--- src/rtl/uart_tx_cfg.sv ---
// Configurable UART transmitter: DATA_WIDTH data bits, LSB first, run-time
// parity (none/even/odd) and 1 or 2 stop bits. Bit timing is counted in
// i_tick pulses. A one-entry holding buffer lets frames run back to back.
// Handshake: a word is accepted on a rising clk edge where i_tx_signal and
// o_tx_ready are both high; o_tx_ready depends only on the holding buffer,
// never on i_tx_signal, and a request while o_tx_ready is low is dropped.
module uart_tx_cfg #(
    parameter int DATA_WIDTH = 8,
    parameter int OVERSAMPLE = 16,
    parameter int TICK_CNT_W = $clog2(2 * OVERSAMPLE)
) (
    input  logic                  clk,
    input  logic                  reset,
    input  logic                  i_tick,
    input  logic                  i_tx_signal,
    input  logic [DATA_WIDTH-1:0] i_data_byte,
    input  logic [1:0]            i_parity_mode,
    input  logic                  i_stop_two,
    output logic                  o_tx_ready,
    output logic                  o_tx_busy,
    output logic                  o_tx_done_bit,
    output logic                  o_tx_data,
    output logic [2:0]            o_dbg_state
);

    localparam int IDX_W = $clog2(DATA_WIDTH);
    localparam logic [TICK_CNT_W-1:0] LAST_TICK_1 = TICK_CNT_W'(OVERSAMPLE - 1);
    localparam logic [TICK_CNT_W-1:0] LAST_TICK_2 = TICK_CNT_W'(2 * OVERSAMPLE - 1);
    localparam logic [IDX_W-1:0]      LAST_BIT    = IDX_W'(DATA_WIDTH - 1);

    typedef enum logic [2:0] {
        IDLE   = 3'd0,
        START  = 3'd1,
        DATA   = 3'd2,
        PARITY = 3'd3,
        STOP   = 3'd4
    } state_t;

    state_t                  r_state, w_state_nxt;
    logic                    r_hold_valid, w_hold_valid_nxt;
    logic [DATA_WIDTH-1:0]   r_hold_data;
    logic [1:0]              r_hold_mode;
    logic                    r_hold_stop2;
    logic [DATA_WIDTH-1:0]   r_shift, w_shift_nxt;
    logic                    r_par_bit, w_par_bit_nxt;
    logic                    r_par_en, w_par_en_nxt;
    logic                    r_stop2, w_stop2_nxt;
    logic [TICK_CNT_W-1:0]   r_tick_cnt, w_tick_cnt_nxt;
    logic [IDX_W-1:0]        r_bit_idx, w_bit_idx_nxt;
    logic                    r_tx_data, w_tx_data_nxt;
    logic                    r_done, w_done_nxt;
    logic                    w_accept;
    logic                    w_load;

    assign w_accept      = i_tx_signal && !r_hold_valid;
    assign o_tx_ready    = !r_hold_valid;
    assign o_tx_busy     = (r_state != IDLE);
    assign o_tx_done_bit = r_done;
    assign o_tx_data     = r_tx_data;
    assign o_dbg_state   = r_state;

    // Holding buffer: capture word and its frame config together on accept.
    always_ff @(posedge clk or negedge reset) begin
        if (!reset) begin
            r_hold_data  <= '0;
            r_hold_mode  <= 2'b00;
            r_hold_stop2 <= 1'b0;
        end else if (w_accept) begin
            r_hold_data  <= i_data_byte;
            r_hold_mode  <= i_parity_mode;
            r_hold_stop2 <= i_stop_two;
        end
    end

    // Next-state, counters and serial output value for the frame FSM.
    always_comb begin
        w_state_nxt    = r_state;
        w_shift_nxt    = r_shift;
        w_par_bit_nxt  = r_par_bit;
        w_par_en_nxt   = r_par_en;
        w_stop2_nxt    = r_stop2;
        w_tick_cnt_nxt = r_tick_cnt;
        w_bit_idx_nxt  = r_bit_idx;
        w_done_nxt     = 1'b0;
        w_load         = 1'b0;
        w_tx_data_nxt  = 1'b1;

        case (r_state)
            IDLE: begin
                if (r_hold_valid) w_load = 1'b1;
            end
            START: begin
                if (i_tick) begin
                    if (r_tick_cnt == LAST_TICK_1) begin
                        w_tick_cnt_nxt = '0;
                        w_bit_idx_nxt  = '0;
                        w_state_nxt    = DATA;
                    end else begin
                        w_tick_cnt_nxt = r_tick_cnt + 1'b1;
                    end
                end
            end
            DATA: begin
                if (i_tick) begin
                    if (r_tick_cnt == LAST_TICK_1) begin
                        w_tick_cnt_nxt = '0;
                        w_shift_nxt    = {1'b0, r_shift[DATA_WIDTH-1:1]};
                        if (r_bit_idx == LAST_BIT) begin
                            w_state_nxt = r_par_en ? PARITY : STOP;
                        end else begin
                            w_bit_idx_nxt = r_bit_idx + 1'b1;
                        end
                    end else begin
                        w_tick_cnt_nxt = r_tick_cnt + 1'b1;
                    end
                end
            end
            PARITY: begin
                if (i_tick) begin
                    if (r_tick_cnt == LAST_TICK_1) begin
                        w_tick_cnt_nxt = '0;
                        w_state_nxt    = STOP;
                    end else begin
                        w_tick_cnt_nxt = r_tick_cnt + 1'b1;
                    end
                end
            end
            STOP: begin
                if (i_tick) begin
                    if (r_tick_cnt == (r_stop2 ? LAST_TICK_2 : LAST_TICK_1)) begin
                        w_tick_cnt_nxt = '0;
                        w_done_nxt     = 1'b1;
                        if (r_hold_valid) w_load = 1'b1;
                        else              w_state_nxt = IDLE;
                    end else begin
                        w_tick_cnt_nxt = r_tick_cnt + 1'b1;
                    end
                end
            end
            default: w_state_nxt = IDLE;
        endcase

        // Loading a buffered word starts a new frame; parity is fixed here so
        // later config changes cannot touch the frame in flight.
        if (w_load) begin
            w_state_nxt    = START;
            w_shift_nxt    = r_hold_data;
            w_par_bit_nxt  = (^r_hold_data) ^ (r_hold_mode == 2'b10);
            w_par_en_nxt   = (r_hold_mode == 2'b01) || (r_hold_mode == 2'b10);
            w_stop2_nxt    = r_hold_stop2;
            w_tick_cnt_nxt = '0;
            w_bit_idx_nxt  = '0;
        end

        w_hold_valid_nxt = w_load ? 1'b0 : (w_accept ? 1'b1 : r_hold_valid);

        case (w_state_nxt)
            START:   w_tx_data_nxt = 1'b0;
            DATA:    w_tx_data_nxt = w_shift_nxt[0];
            PARITY:  w_tx_data_nxt = w_par_bit_nxt;
            default: w_tx_data_nxt = 1'b1;
        endcase
    end

    // Frame state registers; reset aborts any frame and drives the line idle.
    always_ff @(posedge clk or negedge reset) begin
        if (!reset) begin
            r_state      <= IDLE;
            r_hold_valid <= 1'b0;
            r_shift      <= '0;
            r_par_bit    <= 1'b0;
            r_par_en     <= 1'b0;
            r_stop2      <= 1'b0;
            r_tick_cnt   <= '0;
            r_bit_idx    <= '0;
            r_tx_data    <= 1'b1;
            r_done       <= 1'b0;
        end else begin
            r_state      <= w_state_nxt;
            r_hold_valid <= w_hold_valid_nxt;
            r_shift      <= w_shift_nxt;
            r_par_bit    <= w_par_bit_nxt;
            r_par_en     <= w_par_en_nxt;
            r_stop2      <= w_stop2_nxt;
            r_tick_cnt   <= w_tick_cnt_nxt;
            r_bit_idx    <= w_bit_idx_nxt;
            r_tx_data    <= w_tx_data_nxt;
            r_done       <= w_done_nxt;
        end
    end

endmodule

--- config.mk ---
export PLATFORM = sky130hd
export DESIGN_NAME = uart_tx_cfg
export DESIGN_NICKNAME = d
export VERILOG_FILES = /design/src/rtl/uart_tx_cfg.sv
export SDC_FILE = /design/constraint.sdc
export NUM_CORES = 1
export LEC_CHECK = 0
export CELL_PAD_IN_SITES_DETAIL_PLACEMENT = 1
export CELL_PAD_IN_SITES_GLOBAL_PLACEMENT = 1
export CORE_ASPECT_RATIO = 1.2
export CORE_UTILIZATION = 46
export DETAILED_ROUTE_END_ITERATION = 10
export PLACE_DENSITY = 0.85
export SETUP_SLACK_MARGIN = 0.02
export SLEW_MARGIN = 20
export SYNTH_ARGS = -nofsm -noshare
export SYNTH_HDL_FRONTEND = slang
export SYNTH_SLANG_ARGS = --single-unit
--- constraint.sdc ---
create_clock -name clk -period 2.8 [get_ports clk]
set_input_delay 0.42 -clock clk [delete_from_list [all_inputs] [get_ports clk]]
set_output_delay 0.42 -clock clk [all_outputs]
set_load 0.01 [all_outputs]
==> results of run 1 <==
[final timing paths]
kind                                            from  slack (ns)  depth (start not counted)                       to
max                         o_dbg_state[0]$_DFF_PN0_        0.57                          2                o_tx_busy
min                           r_shift[4]$_DFFE_PN0P_        0.50                          2   r_shift[4]$_DFFE_PN0P_
max reg2reg                r_tick_cnt[0]$_DFFE_PN0P_        0.59                          9   r_shift[3]$_DFFE_PN0P_
min reg2reg                   r_shift[4]$_DFFE_PN0P_        0.50                          2   r_shift[4]$_DFFE_PN0P_
max in group asynchronous                      reset        1.92                          2      o_tx_data$_DFF_PN1_
min in group asynchronous                      reset        0.54                          2  o_tx_done_bit$_DFF_PN0_
[cells by family after synthesis]
logic type | count (synthesis) | synth area share [%]
XOR/XNOR | 9 | 4.647
AND/OR/NAND/NOR | 72 | 18.79
AO/OA/AOI/OAI | 37 | 13.27
multiplexers | 11 | 6.599
adder cells (fa/ha/maj) | 7 | 4.714
buffers and inverters | 13 | 3.434
flip-flops | 36 | 48.55
[power by group through the flow]
stage / clock network, mW / registers (mW) / logic [mW]
after global placement: 0 / 0.893 / 0.617
after detailed placement: 0 / 0.913 / 0.662
after CTS: 0.527 / 0.905 / 0.668
after global routing: 0.547 / 0.930 / 0.752
final: 0.510 / 0.908 / 0.657
after floorplan: 0 / 0.842 / 0.517
[flip-flops by register name (all words and copies together), names as in the netlist, 2 cells and up]
name	cells
r_tick_cnt	5
r_shift	8
r_hold_mode	2
r_hold_data	8
o_dbg_state	3
r_bit_idx	3
[layer usage]
layer  up-vias  track usage [%]
li1        694                -
met1       764            27.41
met2        26            45.68
met3         7            6.679
met4         0            9.044
met5         -                0
[critical path: stages, from the launching register on]
cell and delay, ns:
sky130_fd_sc_hd__dfrtp_1 0.53, sky130_fd_sc_hd__or3_1 0.48, sky130_fd_sc_hd__clkdlybuf4s50_1 0.50
[stage by stage]
step                      std cells  util [%]  area (um^2)  setup WS, ns
after floorplan                 185         -         1858        0.9585
after global placement          253     56.23         2111        0.5848
after detailed placement        253     56.23         2111        0.4625
after CTS                       261     59.60         2237        0.5660
after global routing            261     59.60         2237        0.4416
final                           261     59.60         2237        0.5657
[final cells by class]
cell class / instances / share of cell area (%)
inverter: 5 / 0.8389
tap: 52 / 2.908
multi-input combinational: 136 / 39.88
clock buffer: 7 / 4.306
clock inverter: 1 / 1.342
timing repair buffer: 24 / 10.40
sequential: 36 / 40.32
[cells in the final DEF (no fill, tap or decap), types with 2 or more instances in the layout]
cell and instances:
sky130_fd_sc_hd__a21oi_1 7, sky130_fd_sc_hd__a22oi_1 6, sky130_fd_sc_hd__a31oi_1 2, sky130_fd_sc_hd__a32o_1 2, sky130_fd_sc_hd__a32oi_1 2, sky130_fd_sc_hd__and2_1 3, sky130_fd_sc_hd__and3_1 4, sky130_fd_sc_hd__buf_4 3
sky130_fd_sc_hd__clkbuf_8 7, sky130_fd_sc_hd__clkdlybuf4s50_1 21, sky130_fd_sc_hd__dfrtp_1 35, sky130_fd_sc_hd__ha_1 7, sky130_fd_sc_hd__inv_1 5, sky130_fd_sc_hd__mux2_2 10, sky130_fd_sc_hd__nand2_1 30, sky130_fd_sc_hd__nand3_1 5
sky130_fd_sc_hd__nand4b_1 3, sky130_fd_sc_hd__nor2_1 14, sky130_fd_sc_hd__nor2b_1 3, sky130_fd_sc_hd__nor3_1 2, sky130_fd_sc_hd__o21ai_0 10, sky130_fd_sc_hd__xnor2_1 7
==> metrics.txt, run 1 <==
run status completed; Max Fanout on Critical Path 14; clock power share 24.6%; Internal Power 1.376 mW; switching share of power 33.69%; Worst Max-Slew Pin Slew 0.6036 ns; Avg Inst Size Synth 10.04 um^2; relative slew slack just under 60%; CTS tree yes; final hold violations 0; Post-synth EDFFs 0; CTS H-Tree Depth 2; number of clock sinks seen by CTS 36; ys async rst share 100.0%; synth unique cells between 40 and 50; combined area of the multi-input logic cells 892.1 um^2; antenna violations before repair 0; setup total negative slack 0 ns; capturing element type of the critical path primary output; setup bufs post-CTS 0; # rows 24; most used standard cells in the synthesized netlist sky130_fd_sc_hd__dfrtp_1 (35), sky130_fd_sc_hd__nand2_1 (30), sky130_fd_sc_hd__nor2_1 (14); placeable core area 3754 um^2; antenna violation net count after detailed routing 0; insertion delay of the later-clocked pin in the worst-skew pair 0.30 ns; share of the clock period used by the worst path after layout 79.80%; first-iteration detailed-routing DRC count 58; post-CTS resize count 0; data required time of the worst path 2.38 ns; final critical-path required period about 2.2 ns; wire length reported by the detailed router around 4500 um; power spent charging and discharging nets 0.6991 mW; most used standard cell by instance count after synthesis sky130_fd_sc_hd__dfrtp_1; total length of routed met2 wires 2530 um; met1 layer wirelength in the final routing approximately 1800 um; dominant cells by area after synthesis sky130_fd_sc_hd__dfrtp_1 (47%), sky130_fd_sc_hd__mux2_2 (6.1%), sky130_fd_sc_hd__nand2_1 (6.1%), sky130_fd_sc_hd__ha_1 (4.7%), sky130_fd_sc_hd__xnor2_1 (3.3%); combinational power share a little under a third; Clock Pin Slew Worst Setup and Hold Paths 0.07 ns; top routing layer in use met4; most frequently used flop master after synthesis sky130_fd_sc_hd__dfrtp_1; pin count of the biggest net entering global routing 37; via count of the first global-routing pass about 1,700; Worst Setup Path Type reg -> out; fraction of layout cells with a size suffix above 1 between 10% and 20%; Setup-failing EPs final 0; max-slew violation count 0; class of the tightest hold or removal check reg -> reg; number of detailed-route iterations in the first pass 4; CTS Buf Count 5; wire length per cell after detailed routing about 17 um; top cell type's share of synthesized area 47.14%; post-route worst hold slack 0.4961 ns; GRT Total Usage between 20 and 30%; total die area 4298 um^2; Synthesis Warnings 0; leakage component of the power 0.9842 nW; setup clock skew after layout 0.004408 ns; drt via density 5.713; area growth from synthesis to final layout 20.40%; IO Count 22; Max Buffers Root-to-Sink 2; HPWL after detailed placement between 3000 and 4000 um; max-cap violation count 0; RSZ-0062 raised after global routing false; input/output buffers 21; chip width 60.02 um; Mapped Area 1858 um^2; RePlAce Congestion 0.8070; initial cell density of the core approximately half; dominant cell type by area after synthesis sky130_fd_sc_hd__dfrtp_1; Sequential Power Share a little over two fifths; fraction of the yosys area taken by sequential cells between 40% and 50%; VDD IR-drop max 0.0004951 V; first-pass GRT wire length 7790 um; Synthesized Nets 207; sequential standard cell area 902.1 um^2; Nets 230; PD cells slightly above 900 nW/um^2; number of antenna repair diodes 0; flip-flop and latch count after synthesis 36; via count 1,491; Worst EP arrival approximately 1.8 ns; clock root cell sky130_fd_sc_hd__clkbuf_8; Fillers 434; Post-Syn Instances 185; sort of element at the start of the critical path flip-flop; post-cts hold buffer count 0; total congestion overflow 0; Post-route DRC 0; Final Total Pwr ~2.1 mW; max frequency ~450 MHz; die extent in y slightly above 70 um; Met3 Routed Length 129 um
No activity file was read; power rests on OpenSTA's default activity.
==> run 2, diff against run 1 <==
--- a/config.mk
+++ b/config.mk
@@ -8,9 +8,9 @@
 export CELL_PAD_IN_SITES_DETAIL_PLACEMENT = 1
 export CELL_PAD_IN_SITES_GLOBAL_PLACEMENT = 1
 export CORE_ASPECT_RATIO = 1.2
-export CORE_UTILIZATION = 46
+export CORE_UTILIZATION = 39
 export DETAILED_ROUTE_END_ITERATION = 10
-export PLACE_DENSITY = 0.85
+export PLACE_DENSITY = 0.77
 export SETUP_SLACK_MARGIN = 0.02
 export SLEW_MARGIN = 20
 export SYNTH_ARGS = -nofsm -noshare
==> constraint.sdc (replaced) <==
create_clock -name clk -period 1.8 [get_ports clk]
set_input_delay 0.27 -clock clk [delete_from_list [all_inputs] [get_ports clk]]
set_output_delay 0.27 -clock clk [all_outputs]
set_load 0.01 [all_outputs]
==> run 2 against run 1 <==
Compared with the run above: the flow now finishes with violations (setup timing); sequential share of layout area is 5.3 points lower; via count is 9.9% higher; cell area is 15% higher; utilization is 3.6 points lower; power is 61% higher; largest power group unchanged; clock power is 15% higher; count of clock-buffer cells in the layout is 1 higher; clock skew is 0.00090 ns higher; global-route usage is 3.8 points lower.
==> metrics.txt, run 2 (same netlist as run 1, synthesis figures left out) <==
drt via density 5.613 (-1.7%); GRT Total Usage 21.40% (-3.8 points); # rows 27 (+13%); HPWL after detailed placement 3582 um (+8.9%); switching share of power 35.32% (+1.6 points); pin count of the biggest net entering global routing 37 (unchanged); run status finished with violations; Worst EP arrival 2.06 ns (+0.25 ns); FF-to-FF setup slack -0.09 ns (-0.68 ns); post-route worst hold slack 0.3936 ns (-0.1025 ns); area growth from synthesis to final layout 38.52%; combined area of the multi-input logic cells 1049 um^2 (+18%); antenna violations before repair 0 (unchanged); placeable core area 4594 um^2 (+22%); wire length per cell after detailed routing 17.48 um (+1.8%); input/output buffers 21 (unchanged); power spent charging and discharging nets 1.178 mW (+68%); max-slew violation count 0 (unchanged); Sequential Power Share 41.2% (-2.6 points); max-cap violation count 0 (unchanged); violations in the final reports setup timing; placed cell count 278 (+9.9%); setup clock skew after layout 0.005307 ns (+0.0008989 ns); Max Fanout on Critical Path 4 (-10); capturing element type of the critical path flip-flop; via count 1,639 (+9.9%); Reg-to-Reg End r_bit_idx[1]$_DFFE_PN0P_; class of the tightest hold or removal check in -> async; list of cells traversed by the critical path ha_2, and3_4, ha_4, nand4b_1, nor2_1, a31oi_1, or2_4, a32o_1; data required time of the worst path 1.98 ns (-0.40 ns); total congestion overflow 0 (unchanged); chip width 65.01 um (+8.3%); Worst Setup Path Type reg -> reg; final instance count without filler cells 292 (+12%); Final Total Pwr 3.334 mW (+61%); final critical-path required period between 1.5 and 2 ns; wire length reported by the detailed router 5104 um (+14%); die extent in y 77.61 um (+8.4%); CTS Buf Count 5 (unchanged); max frequency between 500 and 600 MHz; CTS H-Tree Depth 2 (unchanged); CP max stage cell sky130_fd_sc_hd__dfrtp_1; Max Buffers Root-to-Sink 2 (unchanged); delay-heaviest family, CP simple AND/OR/NAND/NOR gates; sequential standard cell area 902.1 um^2 (unchanged); buffers and inverters on the worst path 0 (-1); Setup-failing EPs final 7 (+7); Post-route DRC 0 (unchanged); PD cells 1296 nW/um^2 (+40%); leakage component of the power 1.120 nW (+14%); combinational power share 41.1% (+9.5 points); IO Count 22 (unchanged); number of detailed-route iterations in the first pass 4 (unchanged); share of the clock period used by the worst path after layout 104.8%; final standard cell utilization of the core 56.02% (-3.6 points); R2R cell count 8 (-1); RSZ-0062 raised after global routing true; via count of the first global-routing pass 1,708 (+2.8%); Post-Place Cell Area 2281 um^2 (+8.1%); first-pass GRT wire length 8114 um (+4.2%); Largest regs r_hold_data x8, r_shift x8, r_tick_cnt x5; Nets 255 (+11%); number of antenna repair diodes 0 (unchanged); first-iteration detailed-routing DRC count 35 (-40%); relative slew slack 69.67% (+10 points); CTS tree yes; Fillers 494 (+14%); insertion delay of the later-clocked pin in the worst-skew pair 0.29 ns (about the same); Worst Max-Slew Pin Slew 0.4549 ns (-0.1487 ns); final hold violations 0 (unchanged); minimum setup slack in the final design -0.08653 ns (-0.6522 ns); number of clock sinks seen by CTS 36 (unchanged); Clock Pin Slew Worst Setup and Hold Paths 0.07 ns (about the same); delay of the slowest cell on the worst path 0.36 ns (-0.17 ns); Internal Power 2.157 mW (+57%); VDD IR-drop max 0.0008827 V (+78%); initial cell density of the core 40.44% (-9.1 points); antenna violation net count after detailed routing 0 (unchanged); clock power share 17.7% (-6.9 points); post-cts hold buffer count 0 (unchanged); RePlAce Congestion 0.7860 (-2.6%); sort of element at the start of the critical path flip-flop; fraction of layout cells with a size suffix above 1 32.48% (+19 points); commonest cells after routing, fill and taps aside sky130_fd_sc_hd__dfrtp_1 (35), sky130_fd_sc_hd__nand2_1 (27), sky130_fd_sc_hd__buf_4 (23); most common library cell in the layout ignoring fill and taps sky130_fd_sc_hd__dfrtp_1; clock root cell sky130_fd_sc_hd__clkbuf_8; source of the worst register-to-register timing path r_tick_cnt[1]$_DFFE_PN0P_; total die area 5045 um^2 (+17%); final instance area 2574 um^2 (+15%)
[run 2: final cells by class]
| type | instances | area share (%) |
|---|---|---|
| timing repair buffer | 49 | 17.16 |
| multi-input combinational | 136 | 40.74 |
| sequential | 36 | 35.05 |
| tap | 58 | 2.820 |
| clock buffer | 8 | 3.500 |
| inverter | 5 | 0.7292 |
[run 2: power groups by stage]
stage | clock [mW] | combinational [mW] | sequential (mW)
3_3_place_gp | 0 | 1.14 | 1.35
3_5_place_dp | 0 | 1.19 | 1.37
4_1_cts | 0.607 | 1.27 | 1.35
6_report | 0.589 | 1.37 | 1.37
2_1_floorplan | 0 | 0.814 | 1.31
5_1_grt | 0.639 | 1.51 | 1.41
[run 2: what timing repair did]
action,CTS,global route
cloned,0,0
pin swaps,7,19
endpoints found under the hold margin,0,0
setup buffers,4,4
resized for setup,12,27
endpoints found under the setup margin,17,19
[run 2: metal layers]
metal | global-route usage [%] | routed length [um] | vias up
li1 | - | - | 743
met1 | 22.10 | 1882 | 827
met2 | 39.69 | 2838 | 55
met3 | 4.412 | 213 | 14
met4 | 10.87 | 170 | 0
met5 | 0 | 0 | -
[run 2: worst max path at each step]
stage / slack, ns / startpoint / cells after the start / endpoint
floorplan: 0.02 / r_tick_cnt[0]$_DFFE_PN0P_ / 8 / r_bit_idx[1]$_DFFE_PN0P_
global placement: -0.06 / i_tick / 6 / r_bit_idx[1]$_DFFE_PN0P_
detailed placement: -0.14 / i_tick / 6 / r_bit_idx[2]$_DFFE_PN0P_
CTS: -0.02 / r_tick_cnt[0]$_DFFE_PN0P_ / 8 / o_tx_data$_DFF_PN1_
global route: -0.17 / r_tick_cnt[1]$_DFFE_PN0P_ / 8 / o_tx_data$_DFF_PN1_
finish: -0.09 / r_tick_cnt[1]$_DFFE_PN0P_ / 8 / r_bit_idx[1]$_DFFE_PN0P_
[run 2: stage by stage]
step / worst slack [ns] / setup TNS [ns]
after floorplan: 0.02005 / 0
after global placement: -0.05661 / -0.1933
after detailed placement: -0.1404 / -1.318
after CTS: -0.02326 / -0.02326
after global routing: -0.1689 / -1.043
final: -0.08653 / -0.2715
==> run 3, diff against run 2 <==
--- a/config.mk
+++ b/config.mk
@@ -11,7 +11,7 @@
 export CORE_UTILIZATION = 39
 export DETAILED_ROUTE_END_ITERATION = 10
 export PLACE_DENSITY = 0.77
-export SETUP_SLACK_MARGIN = 0.02
+export RECOVER_POWER = 100
 export SLEW_MARGIN = 20
 export SYNTH_ARGS = -nofsm -noshare
 export SYNTH_HDL_FRONTEND = slang
==> run 3 against run 2 <==
Compared with the run above: the flow still finishes with violations (setup timing); combinational power fell by 7%; sequential share of layout area rose by 1.9 points; utilization fell by 2.9 points; die area did not move; count of clock-buffer cells in the layout did not move; cell area fell by 5.1%; fmax rose by 4.5%; clock skew fell by 0.0012 ns; critical path depth did not move; routed wire length fell by 7.8%; global-route usage barely moved; critical path type unchanged; largest cell class unchanged; highest routed layer unchanged.
==> metrics.txt, run 3 (same netlist as run 1, synthesis figures left out) <==
Max Fanout on Critical Path 4 (unchanged); switching share of power 33.81% (-1.5 points); Worst EP arrival 2.02 ns (-0.04 ns); RePlAce Congestion 0.7860 (unchanged); final hold violations 0 (unchanged); clock root cell sky130_fd_sc_hd__clkbuf_8; Sequential Power Share 42.0% (+0.8 points); Clock Pin Slew Worst Setup and Hold Paths 0.07 ns (about the same); Setup-failing EPs final 3 (-4); fraction of layout cells with a size suffix above 1 25.86% (-6.6 points); antenna violations before repair 0 (unchanged); run status finished with violations; placed cell count 278 (unchanged); area growth from synthesis to final layout 31.45%; CTS tree yes; IO Count 22 (unchanged); max frequency 554.1 MHz (+4.5%); number of antenna repair diodes 0 (unchanged); relative slew slack 42.00% (-28 points); wire length per cell after detailed routing 16.23 um (-7.2%); data required time of the worst path 2.01 ns (+0.03 ns); Nets 253 (-0.78%); post-route worst hold slack 0.4676 ns (+0.07406 ns); VDD IR-drop max 0.0007953 V (-9.9%); minimum setup slack in the final design -0.004794 ns (+0.08174 ns); Internal Power 2.119 mW (-1.8%); max-slew violation count 0 (unchanged); post-cts hold buffer count 0 (unchanged); HPWL after detailed placement 3582 um (unchanged); number of detailed-route iterations in the first pass 4 (unchanged); violations in the final reports setup timing; placeable core area 4594 um^2 (unchanged); capturing element type of the critical path flip-flop; Worst Setup Path Type reg -> reg; total congestion overflow 0 (unchanged); total die area 5045 um^2 (unchanged); most common library cell in the layout ignoring fill and taps sky130_fd_sc_hd__dfrtp_1; CTS H-Tree Depth 2 (unchanged); clock power share 18.2% (+0.5 points); combinational power share 39.8% (-1.3 points); leakage component of the power 1.086 nW (-3.0%); # rows 27 (unchanged); RSZ-0062 raised after global routing true; input/output buffers 21 (unchanged); first-pass GRT wire length 8121 um (about the same); setup total negative slack -0.005907 ns (+0.2655 ns); Max Buffers Root-to-Sink 2 (unchanged); commonest cells after routing, fill and taps aside sky130_fd_sc_hd__dfrtp_1 (35), sky130_fd_sc_hd__nand2_1 (29), sky130_fd_sc_hd__buf_4 (24); final instance area 2442 um^2 (-5.1%); Final Total Pwr 3.201 mW (-4.0%); pre-CTS WS -0.1404 ns (unchanged); setup clock skew after layout 0.004078 ns (-0.001229 ns); power spent charging and discharging nets 1.082 mW (-8.1%); insertion delay of the later-clocked pin in the worst-skew pair 0.29 ns (about the same); number of clock sinks seen by CTS 36 (unchanged); initial cell density of the core 40.44% (unchanged); pin count of the biggest net entering global routing 37 (unchanged); Largest regs r_hold_data x8, r_shift x8, r_tick_cnt x5; wire length reported by the detailed router 4706 um (-7.8%); first-iteration detailed-routing DRC count 38 (+8.6%); sort of element at the start of the critical path flip-flop; Worst Max-Slew Pin Slew 0.8700 ns (+0.4151 ns); final critical-path required period 1.805 ns (-0.08174 ns); share of the clock period used by the worst path after layout 100.3% (-4.5 points); max-cap violation count 0 (unchanged); final instance count without filler cells 290 (-0.68%); antenna violation net count after detailed routing 0 (unchanged); chip width 65.01 um (unchanged); CTS Buf Count 5 (unchanged); Post-route DRC 0 (unchanged); PD cells 1311 nW/um^2 (+1.2%); drt via density 5.438 (-3.1%); final standard cell utilization of the core 53.16% (-2.9 points); GRT Total Usage 21.37% (-0.031 points); class of the tightest hold or removal check reg -> reg; Post-Place Cell Area 2281 um^2 (unchanged); via count of the first global-routing pass 1,698 (-0.59%); die extent in y 77.61 um (unchanged); via count 1,577 (-3.8%)
run 3: worst paths after layout:
path,cells after the start,endpoint,start,slack (ns)
worst max-delay path,8,o_tx_data$_DFF_PN1_,r_tick_cnt[1]$_DFFE_PN0P_,-0.005
worst min register to register,2,r_stop2$_DFFE_PN0P_,r_hold_stop2$_DFFE_PN0P_,0.47
max in group asynchronous,2,r_hold_data[3]$_DFFE_PN0P_,reset,0.62
min in group asynchronous,2,r_tick_cnt[3]$_DFFE_PN0P_,reset,0.63
worst min-delay path,2,r_stop2$_DFFE_PN0P_,r_hold_stop2$_DFFE_PN0P_,0.47
worst max register to register,8,o_tx_data$_DFF_PN1_,r_tick_cnt[1]$_DFFE_PN0P_,-0.005
run 3: power by group through the flow:
stage          logic [mW]  clock network, mW  registers [mW]
2_1_floorplan       0.814                  0            1.31
3_3_place_gp         1.14                  0            1.35
3_5_place_dp         1.19                  0            1.37
4_1_cts              1.26              0.607            1.35
5_1_grt              1.42              0.638            1.38
6_report             1.27              0.583            1.34
run 3: final cells by class:
class / instances / area, um^2
flip-flops and latches: 36 / 902.1
fillers: 515 / 2152
clock buffers: 8 / 90.09
multi-input cells: 136 / 960.9
inverters: 5 / 18.77
well taps: 58 / 72.57
repair buffers: 47 / 397.9
run 3: timing repair:
| action | 4_1_cts | 5_1_grt |
|---|---|---|
| resized for setup | 7 | 6 |
| pin swaps | 6 | 5 |
| endpoints found under the hold margin | 0 | 0 |
| buffers inserted | 2 | 2 |
| endpoints found under the setup margin | 16 | 12 |
run 3: routing by layer:
metal  share of wire (%)  routed length, um  vias to the layer above  GRT usage (%)
met4                 3.3                153                        0          10.65
met2                  55               2603                       31          39.38
met3                 2.7                126                       15          4.265
li1                    -                  -                      736              -
met1                  39               1823                      795          22.48
met5                   0                  0                        -              0
run 3: critical path, cell delays in order (launching register included):
cell,delay (ns)
sky130_fd_sc_hd__dfrtp_1,0.39
sky130_fd_sc_hd__ha_2,0.19
sky130_fd_sc_hd__and3_4,0.19
sky130_fd_sc_hd__ha_2,0.20
sky130_fd_sc_hd__and3_1,0.18
sky130_fd_sc_hd__a32oi_2,0.20
sky130_fd_sc_hd__nor2b_4,0.18
sky130_fd_sc_hd__o2bb2ai_2,0.07
sky130_fd_sc_hd__o22ai_1,0.14
